### src/rtl/pc_predict_reg_pkg.sv
// Shared constants for the fetch PC / branch target buffer slice.
package pc_predict_reg_pkg;

  localparam logic [31:0] ZeroWord = 32'h0000_0000;

  // Default stall-vector bit positions
  localparam int STALL_FREEZE_IDX_DEF = 1;
  localparam int STALL_HOLD_IDX_DEF   = 0;

  // 2-bit saturating direction counter; bit 1 set means predict taken
  typedef enum logic [1:0] {
    STRONG_NT = 2'b00,
    WEAK_NT   = 2'b01,
    WEAK_T    = 2'b10,
    STRONG_T  = 2'b11
  } btb_ctr_e;

  function automatic btb_ctr_e ctr_inc(input btb_ctr_e c);
    case (c)
      STRONG_NT: return WEAK_NT;
      WEAK_NT:   return WEAK_T;
      default:   return STRONG_T;
    endcase
  endfunction

  function automatic btb_ctr_e ctr_dec(input btb_ctr_e c);
    case (c)
      STRONG_T: return WEAK_T;
      WEAK_T:   return WEAK_NT;
      default:  return STRONG_NT;
    endcase
  endfunction

endpackage

### src/rtl/pc_predict_reg_if.sv
// Fetch-side bus: EX drives stall/redirect/update, fetch PC block returns pc and prediction.
interface pc_predict_reg_if #(
  parameter int ADDR_W  = 32,
  parameter int STALL_W = 5
) ();

  logic [STALL_W-1:0] stall;
  logic               jumpEnable;
  logic [ADDR_W-1:0]  jumpAddress;
  logic               upd_en;
  logic [ADDR_W-1:0]  upd_pc;
  logic [ADDR_W-1:0]  upd_target;
  logic               upd_taken;
  logic [ADDR_W-1:0]  pc;
  logic               jump;
  logic               pred_taken;
  logic [ADDR_W-1:0]  pred_target;

  modport master (
    output stall, jumpEnable, jumpAddress,
    output upd_en, upd_pc, upd_target, upd_taken,
    input  pc, jump, pred_taken, pred_target
  );

  modport slave (
    input  stall, jumpEnable, jumpAddress,
    input  upd_en, upd_pc, upd_target, upd_taken,
    output pc, jump, pred_taken, pred_target
  );

endinterface

### src/rtl/pc_predict_reg_btb.sv
// Direct-mapped branch target buffer: async lookup on the fetch PC,
// synchronous update/allocate from resolved branches in EX.
module pc_btb
  import pc_predict_reg_pkg::*;
#(
  parameter int ADDR_W      = 32,
  parameter int BTB_ENTRIES = 16
) (
  input  logic              clk,
  input  logic              rst,
  input  logic [ADDR_W-1:0] i_lookup_pc,
  output logic              o_pred_taken,
  output logic [ADDR_W-1:0] o_pred_target,
  input  logic              i_upd_en,
  input  logic [ADDR_W-1:0] i_upd_pc,
  input  logic [ADDR_W-1:0] i_upd_target,
  input  logic              i_upd_taken
);

  localparam int IDX_W = $clog2(BTB_ENTRIES);
  localparam int TAG_W = ADDR_W - IDX_W - 2;

  logic              r_valid  [BTB_ENTRIES];
  logic [TAG_W-1:0]  r_tag    [BTB_ENTRIES];
  logic [ADDR_W-1:0] r_target [BTB_ENTRIES];
  btb_ctr_e          r_ctr    [BTB_ENTRIES];

  logic [IDX_W-1:0]  w_lk_idx;
  logic [TAG_W-1:0]  w_lk_tag;
  logic              w_lk_hit;
  logic [IDX_W-1:0]  w_up_idx;
  logic [TAG_W-1:0]  w_up_tag;
  logic              w_up_hit;
  logic [ADDR_W-1:0] w_up_target;
  logic              w_unused_lsbs;

  assign w_lk_idx = i_lookup_pc[IDX_W+1:2];
  assign w_lk_tag = i_lookup_pc[ADDR_W-1:IDX_W+2];
  assign w_up_idx = i_upd_pc[IDX_W+1:2];
  assign w_up_tag = i_upd_pc[ADDR_W-1:IDX_W+2];

  // Byte offsets never reach the array; targets are stored word aligned
  assign w_unused_lsbs = ^{i_lookup_pc[1:0], i_upd_pc[1:0], i_upd_target[1:0]};
  assign w_up_target   = {i_upd_target[ADDR_W-1:2], 2'b00};

  // Lookup reads current array contents, so a same-cycle write is seen next cycle
  always_comb begin
    w_lk_hit      = r_valid[w_lk_idx] && (r_tag[w_lk_idx] == w_lk_tag);
    o_pred_taken  = w_lk_hit && r_ctr[w_lk_idx][1];
    o_pred_target = w_lk_hit ? r_target[w_lk_idx] : '0;
  end

  assign w_up_hit = r_valid[w_up_idx] && (r_tag[w_up_idx] == w_up_tag);

  // Clear on reset; otherwise train the counter or allocate on a taken miss
  always_ff @(posedge clk) begin
    if (rst) begin
      for (int i = 0; i < BTB_ENTRIES; i++) begin
        r_valid[i] <= 1'b0;
        r_ctr[i]   <= WEAK_NT;
      end
    end else if (i_upd_en) begin
      if (w_up_hit) begin
        if (i_upd_taken) begin
          r_ctr[w_up_idx]    <= ctr_inc(r_ctr[w_up_idx]);
          r_target[w_up_idx] <= w_up_target;
        end else begin
          r_ctr[w_up_idx]    <= ctr_dec(r_ctr[w_up_idx]);
        end
      end else if (i_upd_taken) begin
        r_valid[w_up_idx]  <= 1'b1;
        r_tag[w_up_idx]    <= w_up_tag;
        r_target[w_up_idx] <= w_up_target;
        r_ctr[w_up_idx]    <= WEAK_T;
      end
    end
  end

endmodule

### src/rtl/pc_predict_reg.sv
// Fetch PC register with stall/redirect priority and BTB-driven prediction.
module pc_predict_reg
  import pc_predict_reg_pkg::*;
#(
  parameter int                ADDR_W           = 32,
  parameter logic [ADDR_W-1:0] RESET_PC         = '0,
  parameter int                STALL_W          = 5,
  parameter int                STALL_FREEZE_IDX = STALL_FREEZE_IDX_DEF,
  parameter int                STALL_HOLD_IDX   = STALL_HOLD_IDX_DEF,
  parameter int                BTB_ENTRIES      = 16
) (
  input logic              clk,
  input logic              rst,
  pc_predict_reg_if.slave  bus
);

  logic [ADDR_W-1:0] r_pc;
  logic              r_jump;
  logic [ADDR_W-1:0] w_pc_next;
  logic              w_jump_next;
  logic              w_pred_taken;
  logic [ADDR_W-1:0] w_pred_target;
  logic              w_unused_jmp_lsbs;

  assign w_unused_jmp_lsbs = ^bus.jumpAddress[1:0];

  pc_btb #(
    .ADDR_W      (ADDR_W),
    .BTB_ENTRIES (BTB_ENTRIES)
  ) u_btb (
    .clk           (clk),
    .rst           (rst),
    .i_lookup_pc   (r_pc),
    .o_pred_taken  (w_pred_taken),
    .o_pred_target (w_pred_target),
    .i_upd_en      (bus.upd_en),
    .i_upd_pc      (bus.upd_pc),
    .i_upd_target  (bus.upd_target),
    .i_upd_taken   (bus.upd_taken)
  );

  // Next-PC priority: freeze, redirect, hold, predicted-taken, sequential
  always_comb begin
    w_pc_next   = r_pc;
    w_jump_next = r_jump;
    if (bus.stall[STALL_FREEZE_IDX]) begin
      w_pc_next   = r_pc;
      w_jump_next = r_jump;
    end else if (bus.jumpEnable) begin
      w_pc_next   = {bus.jumpAddress[ADDR_W-1:2], 2'b00};
      w_jump_next = 1'b1;
    end else if (bus.stall[STALL_HOLD_IDX]) begin
      w_pc_next   = r_pc;
      w_jump_next = r_jump;
    end else if (w_pred_taken) begin
      w_pc_next   = w_pred_target;
      w_jump_next = 1'b0;
    end else begin
      w_pc_next   = r_pc + ADDR_W'(4);
      w_jump_next = 1'b0;
    end
  end

  // PC and redirect flag registers
  always_ff @(posedge clk) begin
    if (rst) begin
      r_pc   <= RESET_PC;
      r_jump <= 1'b0;
    end else begin
      r_pc   <= w_pc_next;
      r_jump <= w_jump_next;
    end
  end

  assign bus.pc          = r_pc;
  assign bus.jump        = r_jump;
  assign bus.pred_taken  = w_pred_taken;
  assign bus.pred_target = w_pred_target;

endmodule

### src/flat_wrapper.sv
// flat-port wrapper written by rule: the top's interface ports become plain ports
module pc_predict_reg_flat import pc_predict_reg_pkg::*;
#(
  parameter int                ADDR_W           = 32,
  parameter logic [ADDR_W-1:0] RESET_PC         = '0,
  parameter int                STALL_W          = 5,
  parameter int                STALL_FREEZE_IDX = STALL_FREEZE_IDX_DEF,
  parameter int                STALL_HOLD_IDX   = STALL_HOLD_IDX_DEF,
  parameter int                BTB_ENTRIES      = 16
)
  (clk, rst, bus_stall, bus_jumpEnable, bus_jumpAddress, bus_upd_en, bus_upd_pc, bus_upd_target, bus_upd_taken, bus_pc, bus_jump, bus_pred_taken, bus_pred_target);
  pc_predict_reg_if #(.ADDR_W(ADDR_W), .STALL_W(STALL_W)) bus_i ();
  input logic clk;
  input logic rst;
  input wire logic [$bits(bus_i.stall)-1:0] bus_stall;
  input wire logic [$bits(bus_i.jumpEnable)-1:0] bus_jumpEnable;
  input wire logic [$bits(bus_i.jumpAddress)-1:0] bus_jumpAddress;
  input wire logic [$bits(bus_i.upd_en)-1:0] bus_upd_en;
  input wire logic [$bits(bus_i.upd_pc)-1:0] bus_upd_pc;
  input wire logic [$bits(bus_i.upd_target)-1:0] bus_upd_target;
  input wire logic [$bits(bus_i.upd_taken)-1:0] bus_upd_taken;
  output wire logic [$bits(bus_i.pc)-1:0] bus_pc;
  output wire logic [$bits(bus_i.jump)-1:0] bus_jump;
  output wire logic [$bits(bus_i.pred_taken)-1:0] bus_pred_taken;
  output wire logic [$bits(bus_i.pred_target)-1:0] bus_pred_target;
  assign bus_i.stall = bus_stall;
  assign bus_i.jumpEnable = bus_jumpEnable;
  assign bus_i.jumpAddress = bus_jumpAddress;
  assign bus_i.upd_en = bus_upd_en;
  assign bus_i.upd_pc = bus_upd_pc;
  assign bus_i.upd_target = bus_upd_target;
  assign bus_i.upd_taken = bus_upd_taken;
  assign bus_pc = bus_i.pc;
  assign bus_jump = bus_i.jump;
  assign bus_pred_taken = bus_i.pred_taken;
  assign bus_pred_target = bus_i.pred_target;
  pc_predict_reg #(.ADDR_W(ADDR_W), .RESET_PC(RESET_PC), .STALL_W(STALL_W), .STALL_FREEZE_IDX(STALL_FREEZE_IDX), .STALL_HOLD_IDX(STALL_HOLD_IDX), .BTB_ENTRIES(BTB_ENTRIES)) u_core (.clk(clk), .rst(rst), .bus(bus_i));
endmodule
### config.mk
export PLATFORM = sky130hd
export DESIGN_NAME = pc_predict_reg_flat
export DESIGN_NICKNAME = d
export VERILOG_FILES = /design/src/rtl/pc_predict_reg_pkg.sv /design/src/rtl/pc_predict_reg_if.sv /design/src/rtl/pc_predict_reg_btb.sv /design/src/rtl/pc_predict_reg.sv /design/src/flat_wrapper.sv
export SDC_FILE = /design/constraint.sdc
export NUM_CORES = 1
export LEC_CHECK = 0
export CAP_MARGIN = 15
export CORE_ASPECT_RATIO = 1.25
export CORE_MARGIN = 5
export CORE_UTILIZATION = 60
export CTS_BUF_LIST = sky130_fd_sc_hd__clkbuf_16
export DETAILED_ROUTE_END_ITERATION = 8
export PLACE_DENSITY = 0.89
export SYNTH_ARGS = -nofsm -noshare
export SYNTH_HDL_FRONTEND = slang
export SYNTH_SLANG_ARGS = --single-unit
### constraint.sdc
create_clock -name clk -period 13.92 [get_ports clk]
set_input_delay 2.784 -clock clk [delete_from_list [all_inputs] [get_ports clk]]
set_output_delay 2.784 -clock clk [all_outputs]
set_load 0.01 [all_outputs]
; Yosys cells after proc, flatten, opt, wreduce, memory -nomap -nowiden
; Memories as Yosys holds them, arrays and structs flattened. A register that Yosys moved wholly into a read port is not among the register bits.
; Index checks and enable logic that the tools add are counted.
[classes]
muxes = 49
n_bitwise = 4
addsub = 1
eq_ne = 6
n_reduce_logical = 7
[ops]
columns = operator, n
row1 = $mux W32, 4
row2 = $eq A26 B26 Y1, 2
row3 = $mux W4, 10
row4 = $add A32 B3 Y32 const B, 1
row5 = $mux W30, 1
row6 = $mux W2, 11
row7 = $mux W1, 21
row8 = $pmux W2 S2, 2
row9 = $eq A2 B2 Y1 const B, 2
row10 = $logic_and A1 B1 Y1, 3
row11 = $or A1 B1 Y1, 3
row12 = $eq A2 B1 Y1 const B, 1
row13 = $logic_not A2 Y1, 1
row14 = $ne A2 B1 Y1 const B, 1
row15 = $reduce_and A2 Y1, 1
row16 = $reduce_or A2 Y1, 1
row17 = $not A1 Y1, 1
row18 = $reduce_or A1 Y1, 1
[totals]
word_cells = 73
out_inout_bits = 66
reg_bits = 33
mem_bits_rw = 944
mem_count = 4
input_bits = 106
[memory_table]
columns = name, depth, word_bits, rd, rd_ports_with_merged_regs, write_ports, line
row1 = u_core.u_btb.r_target, 16, 30, 1, 1, 1, pc_predict_reg_btb.sv:25  ; logic [ADDR_W-1:0] r_target [BTB_ENTRIES];
row2 = u_core.u_btb.r_tag, 16, 26, 2, 1, 1, pc_predict_reg_btb.sv:24  ; logic [TAG_W-1:0] r_tag [BTB_ENTRIES];
row3 = u_core.u_btb.r_ctr, 16, 2, 2, 1, 16, pc_predict_reg_btb.sv:26  ; btb_ctr_e r_ctr [BTB_ENTRIES];
row4 = u_core.u_btb.r_valid, 16, 1, 2, 1, 16, pc_predict_reg_btb.sv:23  ; logic r_valid [BTB_ENTRIES];

; Logic depth before layout (Yosys ltp)
; Gate-level depths: netlist of run 1.
; An unclocked memory read counts as a cell.
[logic_depth]
ltp_word = 11
depth_mapped = 15
mapped_depth_nobuf = 9

; By module
; A second synthesis of run 1 with hierarchy kept.
[hier_totals]
hier_cells = 2264
area_unflattened_um2 = 43102.6
[modules_own_cells]
columns = mod, instances, seq_area_each_um2, area_each_um2, cells_each
row1 = pc_btb, 1, 28187.0, 40771.6, 1952
row2 = pc_predict_reg, 1, 660.6, 2331.0, 312

; Least setup slack after synthesis of run 1
; Ideal clock, no wire load.
[synth_path]
path_type = input to register
startpoint = input port bus_upd_pc[2]
endpoint = memory u_core.u_btb.r_tag[4][0] in the netlist's numbering (enable)
cell_stages = 9
n_path_buf = 2
setup_time_ps = 478
required_ps = 13442
arrival_ps = 7640
path_slack_ps = 5802
cell_sequence = buf_4 buf_6 mux4_2 mux4_2 xnor2_1 nand4_1 and4bb_2 a311o_2 nor4_1
[synth_between]
elab_chain_len = 7
elab_cells_between_ends = 8
cone_classes = eq/ne (1) / mux (4) / reduce/logical (1) / memory (2)
[synth_lines]
columns = item, line
row1 = from (decl), flat_wrapper.sv:19  ; input wire logic [$bits(bus_i.upd_pc)-1:0] bus_upd_pc;
row2 = $mem_v2 Z16 W26, n/a
row3 = $eq A26 B26 Y1, pc_predict_reg_btb.sv:53  ; assign w_up_hit = r_valid[w_up_idx] && (r_tag[w_up_idx] == w_up_tag);
row4 = $logic_and A1 B1 Y1, pc_predict_reg_btb.sv:53
row5 = $mux W1, pc_predict_reg_btb.sv:63  ; if (w_up_hit) begin
row6 = $mux W1, pc_predict_reg_btb.sv:62  ; end else if (i_upd_en) begin
row7 = $mux W1, pc_predict_reg_btb.sv:57  ; if (rst) begin
row8 = $mux W1 (implied by the code), pc_predict_reg_btb.sv:72  ; r_tag[w_up_idx] <= w_up_tag;
row9 = to (decl), pc_predict_reg_btb.sv:24
; Parallel ways exist; a longest one is shown, timed or not.

==> impl_metrics.toml, run 1 <==
[hold_path]
min_path_type = "flip-flop to flip-flop"
hp-start = "u_core.u_btb.r_valid[12]$_DFF_P_"
worstHoldPathCells = 1
worstHoldEndpoint = "u_core.u_btb.r_valid[12]$_DFF_P_"

[yosys]
yosysWarningCount = 0
synth_enable_flop_cells = 928
postSynthCellCount = 2212
sequential_cell_area_fraction_in_the_yosys_report_pct = 67.0
synth.lib_cells_used.distinct = 69
synth-async-reset-ratio_pct = 0
postSynthAreaPerCell_sq_um = 19.5
synth-seq-cells = 979
most_instantiated_flip_flop_cell_in_the_synthesis_netlist = "edfxtp_1"
syn-cell-area_sq_um = 43100

[global_routing]
grt_antenna_before_repair = 7
grt_start_max_net_pins = 134
grt_util_all_layers_pct = 31.7
grt_overflow_total = 0
grt_pass1_wl_um = 178000
vias_in_the_first_global_route = 26192

[cts]
cts.sinks = 979
clock_pin_slew_on_the_worst_setup_and_hold_paths_ns = 0.06
clock_tree.root_cell = "clkbuf_16"
post-cts-setup-buffer-count = 0
cts_tree = "built"
clock_latency_on_the_worst_skew_pair_ns = 0.67
number_of_levels_in_the_clock_h_tree = 3
ctsLongestPathBuffers = 3
cts.repair.resized = 0
numCtsBuffers = 90
cts_hold_buf = 0

[final_layout]
design_area_sq_um = 48600
final_layout_size_suffix_gt1_share_pct = 25.9
area_added_between_synthesis_and_finish_pct = 12.7
post-route-util_pct = 67.8
most-common-layout-cells = "928 x edfxtp_1, 382 x mux4_2, 154 x clkdlybuf4s50_1"
design.final.nets = 2470
layout.cells.most_common = "edfxtp_1"
nFillCells = 4097
final_cells = 3394

[sta]
max-slew-margin-rel_pct = 18.9
setup_slack_ns = 4.97
rsz_0062_raised_after_global_routing = "false"
fin_setup_tns_ns = 0
finClkSkew_ns = 0.0331
report.final.hold_viol_count = 0
finalMaxSlewViolations = 0
minimum_period_implied_by_the_final_worst_setup_slack_ns = 8.95
finalSetupViolations = 0
min_period_over_period_pct = 64.3
achievable-frequency_ghz = 0.112
tightest_slew_ns = 1.21

[worst_setup_path]
worst-r2r-setup-slack_ns = 8.48
crit_required_ns = 11.14
arrival_ns = 6.16
worst_setup_path_class = "flip-flop to primary output"
worst-r2r-cell-count = 12
setup.worst_path.start_class = "flip-flop"
timing.rr.end = "u_core.bus.pc[18]$_SDFFE_PP0P_"
crit_path_end_kind = "primary output"
crit_path_max_fanout = 102

[detailed_routing]
detail_route.first_pass.iterations = 6
detail_route.iter0.violations = 3961
wl_um = 124000
vias_per_cell = 7.46
antenna_left = 0
route.detailed.drc = 0
avgRoutedWirePerCell_um = 36.4
via_count = 25320

[place]
gpl.final_weighted_congestion = 0.907
port-buffer-count = 158
post-place-ws_ns = 5.31
place.detailed.hpwl_um = 70000
placedInstanceArea_sq_um = 45800
placedCellCount = 3222

[pwr]
cellPowerDensity_nw_per_um2 = 128
peakVddDrop_v = 0.000184
power.leakage_nw = 15.5

[floorplan]
die_outline_area_sq_um = 77400
core_area_sq_um = 71700
placement_rows = 110
floorplan.initialDensity_pct = 60.2
die_width_um = 250
vert_die_dim_um = 310
ios = 172

[run]
max_cap_violations = 0

[run_status]
status = "completed"
sequential cells by signal, indices dropped and copies added, names as in the netlist, named ones only:
name and cells:
u_core.u_btb.r_ctr 32, u_core.bus.jump 1, u_core.bus.pc 30, u_core.u_btb.r_valid 16
u_core.u_btb.r_tag 416, u_core.u_btb.r_target 480
where the power goes:
part	switching (mW)	internal (mW)
Clock	1.08	1.29
Sequential	0.0393	3.25
Combinational	0.312	0.237
Total	1.44	4.77
final cells by class:
type,count,area [sq um],share of cell area [%]
sequential,979,28900,59.4
clock inverter,73,468,0.962
inverter,10,38.8,0.0798
timing repair buffer,216,2060,4.23
clock buffer,93,2330,4.79
multi-input combinational,1066,13600,28.0
tap,952,1190,2.45
antenna,5,12.5,0.0257
cell families (layout without fill, tap and decap cells):
family                     Yosys count  after routing  share of synthesized area (%)
other                                1              9                        0.00869
AOI/OAI and AO/OA                  175            175                           2.70
adders and majority gates            1              1                         0.0290
xor gates and xnor gates            87             87                           1.77
muxes                              492            492                           22.5
and+or+nand+nor                    307            307                           4.01
DFF                                979            979                           67.0
buffers and inverters              170            392                           2.03
how the worst max path moves through the flow:
stage                        startpoint                              endpoint  slack [ns]  cells after the start
after floorplan           bus_upd_pc[2]    u_core.u_btb.r_tag[4][0]$_DFFE_PP_        5.80                      9
after global placement    bus_upd_pc[2]  u_core.u_btb.r_tag[10][24]$_DFFE_PP_        5.38                      9
after detailed placement  bus_upd_pc[2]  u_core.u_btb.r_tag[10][24]$_DFFE_PP_        5.31                      9
after CTS                     flip-flop                   bus_pred_target[29]        4.96                     12
after global routing          flip-flop                    bus_pred_target[5]        4.68                     12
final                         flip-flop                    bus_pred_target[5]        4.97                     12
per-layer routing:
| layer | vias up | global-route usage, % | part of all wire [%] |
|---|---|---|---|
| li1 | 9553 | - | - |
| met1 | 12747 | 37.6 | 31 |
| met2 | 2391 | 52.5 | 49 |
| met3 | 625 | 8.85 | 13 |
| met4 | 4 | 18.6 | 7.5 |
| met5 | - | 0 | 0.025 |
worst max-delay path, cell delays in order, from the launching register on:
cell and delay [ns]:
dfxtp_4 0.71, buf_4 0.63, buf_12 0.59, mux4_2 0.64
a21bo_2 0.23, o21ai_0 0.13, nand3_1 0.12, a2111oi_0 0.57
nand4_1 0.19, and3b_1 0.26, buf_4 0.38, and2_1 0.21
clkdlybuf4s50_1 0.60
Yosys cell counts, types with 24 or more instances:
| cell | instances | area share [%] |
|---|---|---|
| edfxtp_1 | 928 | 65 |
| mux4_2 | 382 | 20 |
| mux2i_1 | 109 | 2.5 |
| clkbuf_1 | 70 | 0.61 |
| nor2_1 | 53 | 0.46 |
| dfxtp_1 | 51 | 2.4 |
| xnor2_1 | 47 | 0.95 |
| nand2_1 | 42 | 0.37 |
| buf_2 | 40 | 0.46 |
| xor2_1 | 40 | 0.81 |
| a21oi_1 | 39 | 0.45 |
| and2_1 | 37 | 0.54 |
| nand3_1 | 35 | 0.41 |
| and3_1 | 28 | 0.41 |
| o22ai_1 | 27 | 0.39 |
| o21ai_0 | 24 | 0.28 |
per-stage QoR:
stage                     total power [mW]  hold WS (ns)
after floorplan                       3.67         0.438
after global placement                3.85         0.445
after detailed placement              3.87         0.461
after CTS                             6.20         0.475
after global routing                  6.37         0.491
final                                 6.21         0.475
(Power assumes the default switching activity.)
==> run 2: changes to the inputs <==
--- a/config.mk
+++ b/config.mk
@@ -8,10 +8,10 @@
 export CAP_MARGIN = 15
 export CORE_ASPECT_RATIO = 1.25
 export CORE_MARGIN = 5
-export CORE_UTILIZATION = 60
+export CORE_UTILIZATION = 55
 export CTS_BUF_LIST = sky130_fd_sc_hd__clkbuf_16
 export DETAILED_ROUTE_END_ITERATION = 8
-export PLACE_DENSITY = 0.89
+export PLACE_DENSITY = 0.86
 export SYNTH_ARGS = -nofsm -noshare
 export SYNTH_HDL_FRONTEND = slang
 export SYNTH_SLANG_ARGS = --single-unit
==> constraint.sdc (replaced) <==
create_clock -name clk -period 7.7 [get_ports clk]
set_input_delay 1.54 -clock clk [delete_from_list [all_inputs] [get_ports clk]]
set_output_delay 1.54 -clock clk [all_outputs]
set_load 0.01 [all_outputs]
==> run 2 against run 1 <==
- combinational power increased by 80%
- cell area up 0.95%
- non-clock buffer count is 14 higher
- worst hold slack lost 0.0045 ns
- total power rose by 86%
- global-route usage decreased by 2.6 points
- largest power group unchanged
==> impl_metrics.toml, run 2 (synthesis results as in run 1) <==
[floorplan]
die_outline_area_sq_um = 84200
ios = 172
core_area_sq_um = 77600
vert_die_dim_um = 323
die_width_um = 261
floorplan.initialDensity_pct = 55.6
placement_rows = 114

[worst_setup_path]
crit_path_end_kind = "primary output"
arrival_ns = 5.85
worst_setup_path_class = "flip-flop to primary output"
crit_required_ns = 6.16
setup.worst_path.start_class = "flip-flop"
crit_path_max_fanout = 42

[final_layout]
layout.cells.most_common = "edfxtp_1"
final_cells = 3498
registers.top_by_ff_count = "u_core.u_btb.r_target"
final_layout_size_suffix_gt1_share_pct = 26.5
nFillCells = 4902
most-common-layout-cells = "928 x edfxtp_1, 382 x mux4_2, 154 x clkdlybuf4s50_1"
seqCellArea_sq_um = 28900
design.final.nets = 2482
largest_register_ffs = 480
multiInputGateArea_sq_um = 13600
largestRegisters = "u_core.u_btb.r_target (480), u_core.u_btb.r_tag (416), u_core.u_btb.r_ctr (32)"
area_added_between_synthesis_and_finish_pct = 13.8

[sta]
finClkSkew_ns = 0.0361
max-slew-margin-rel_pct = 18.5
rsz_0062_raised_after_global_routing = "false"
report.final.hold_viol_count = 0
finalMaxSlewViolations = 0
tightest_slew_ns = 1.22
minimum_period_implied_by_the_final_worst_setup_slack_ns = 7.39
achievable-frequency_ghz = 0.135
finalSetupViolations = 0
min_period_over_period_pct = 95.9
fin_setup_tns_ns = 0

[cts]
cts_tree = "built"
clock_latency_on_the_worst_skew_pair_ns = 0.68
clock_tree.root_cell = "clkbuf_16"
cts_hold_buf = 0
ctsLongestPathBuffers = 3
cts.repair.resized = 0
post-cts-setup-buffer-count = 0
numCtsBuffers = 88
cts.sinks = 979
clock_pin_slew_on_the_worst_setup_and_hold_paths_ns = 0.07
number_of_levels_in_the_clock_h_tree = 3

[detailed_routing]
vias_per_cell = 7.16
detail_route.first_pass.iterations = 6
avgRoutedWirePerCell_um = 35.0
via_count = 25035
detail_route.iter0.violations = 4218
antenna_left = 0
route.detailed.drc = 0
wl_um = 122000

[place]
gpl.final_weighted_congestion = 0.888
place.detailed.hpwl_um = 70900
port-buffer-count = 158
placedCellCount = 3328

[global_routing]
grt_start_max_net_pins = 74
grt_pass1_wl_um = 177000
grt_antenna_before_repair = 8
vias_in_the_first_global_route = 26116
grt_overflow_total = 0
grt_util_all_layers_pct = 29.0

[run_status]
status = "completed"

[hold_path]
min_path_type = "flip-flop to flip-flop"

[pwr]
final_power_mw = 11.6
cellPowerDensity_nw_per_um2 = 236
power.leakage_nw = 15.7
peakVddDrop_v = 0.000225

[run]
max_cap_violations = 0
run 2: cell count changes in the layout (fill, tap and decap cells not counted), moves of 2 or more:
cell       before  now
clkbuf_16      93   89
clkinv_4        0    2
clkinv_2       19   13
inv_1          33   24
clkinv_1       17   21
buf_4          56   69
inv_6           3    1
clkinv_16       0    2
bufinv_16       4   15
run 2: report_power, final:
group	leakage (nW)	switching, mW	total (mW)	internal, mW
registers	8.76	0.0781	5.95	5.87
logic	5.36	0.556	0.988	0.432
clock network	1.54	2.01	4.64	2.63
total	15.7	2.64	11.6	8.93
run 2: routing by layer:
layer	global-route usage, %	vias to the layer above	wire, um
met2	47.5	2308	60000
met4	17.5	4	8990
met1	35.5	12602	38000
li1	-	9580	-
met3	6.91	541	15200
met5	0	-	24
run 2: final cells by class:
| cell class | count | share of cell area (%) |
|---|---|---|
| sequential | 979 | 58.9 |
| multi-input combinational | 1066 | 27.8 |
| clock buffer | 89 | 4.54 |
| timing repair buffer | 230 | 4.40 |
| tap | 1044 | 2.66 |
| clock inverter | 75 | 1.67 |
| inverter | 10 | 0.0790 |
| antenna | 5 | 0.0255 |
run 2: metrics by stage:
step           utilization [%]  setup WS [ns]  area (sq um)  hold WS (ns)
2_1_floorplan                -          0.826         43200         0.438
3_3_place_gp              59.3           1.06         46000         0.446
3_5_place_dp              59.3           1.01         46000         0.456
4_1_cts                   63.2          0.359         49100         0.471
5_1_grt                   63.3          0.107         49100         0.490
6_report                  63.3          0.313         49100         0.471
run 2: path summary, 6_finish.rpt:
| path | from | endpoint | slack, ns | cells after the start |
|---|---|---|---|---|
| setup / recovery | flip-flop | bus_pred_target[18] | 0.31 | 12 |
| hold / removal | u_core.u_btb.r_valid[14]$_DFF_P_ | u_core.u_btb.r_valid[14]$_DFF_P_ | 0.47 | 1 |
| setup reg to reg | flip-flop | flip-flop | 3.03 | 11 |
| hold reg to reg | u_core.u_btb.r_valid[14]$_DFF_P_ | u_core.u_btb.r_valid[14]$_DFF_P_ | 0.47 | 1 |
run 2: worst max-delay path: stages, from the launching register on:
cell	delay (ns)
dfxtp_4	0.87
buf_12	0.38
buf_4	0.43
mux4_2	0.28
a21bo_2	0.23
o21ai_0	0.18
nand3_1	0.14
a2111oi_0	0.58
nand4_1	0.22
and3b_1	0.71
buf_4	0.33
and2_1	0.18
clkdlybuf4s50_1	0.57
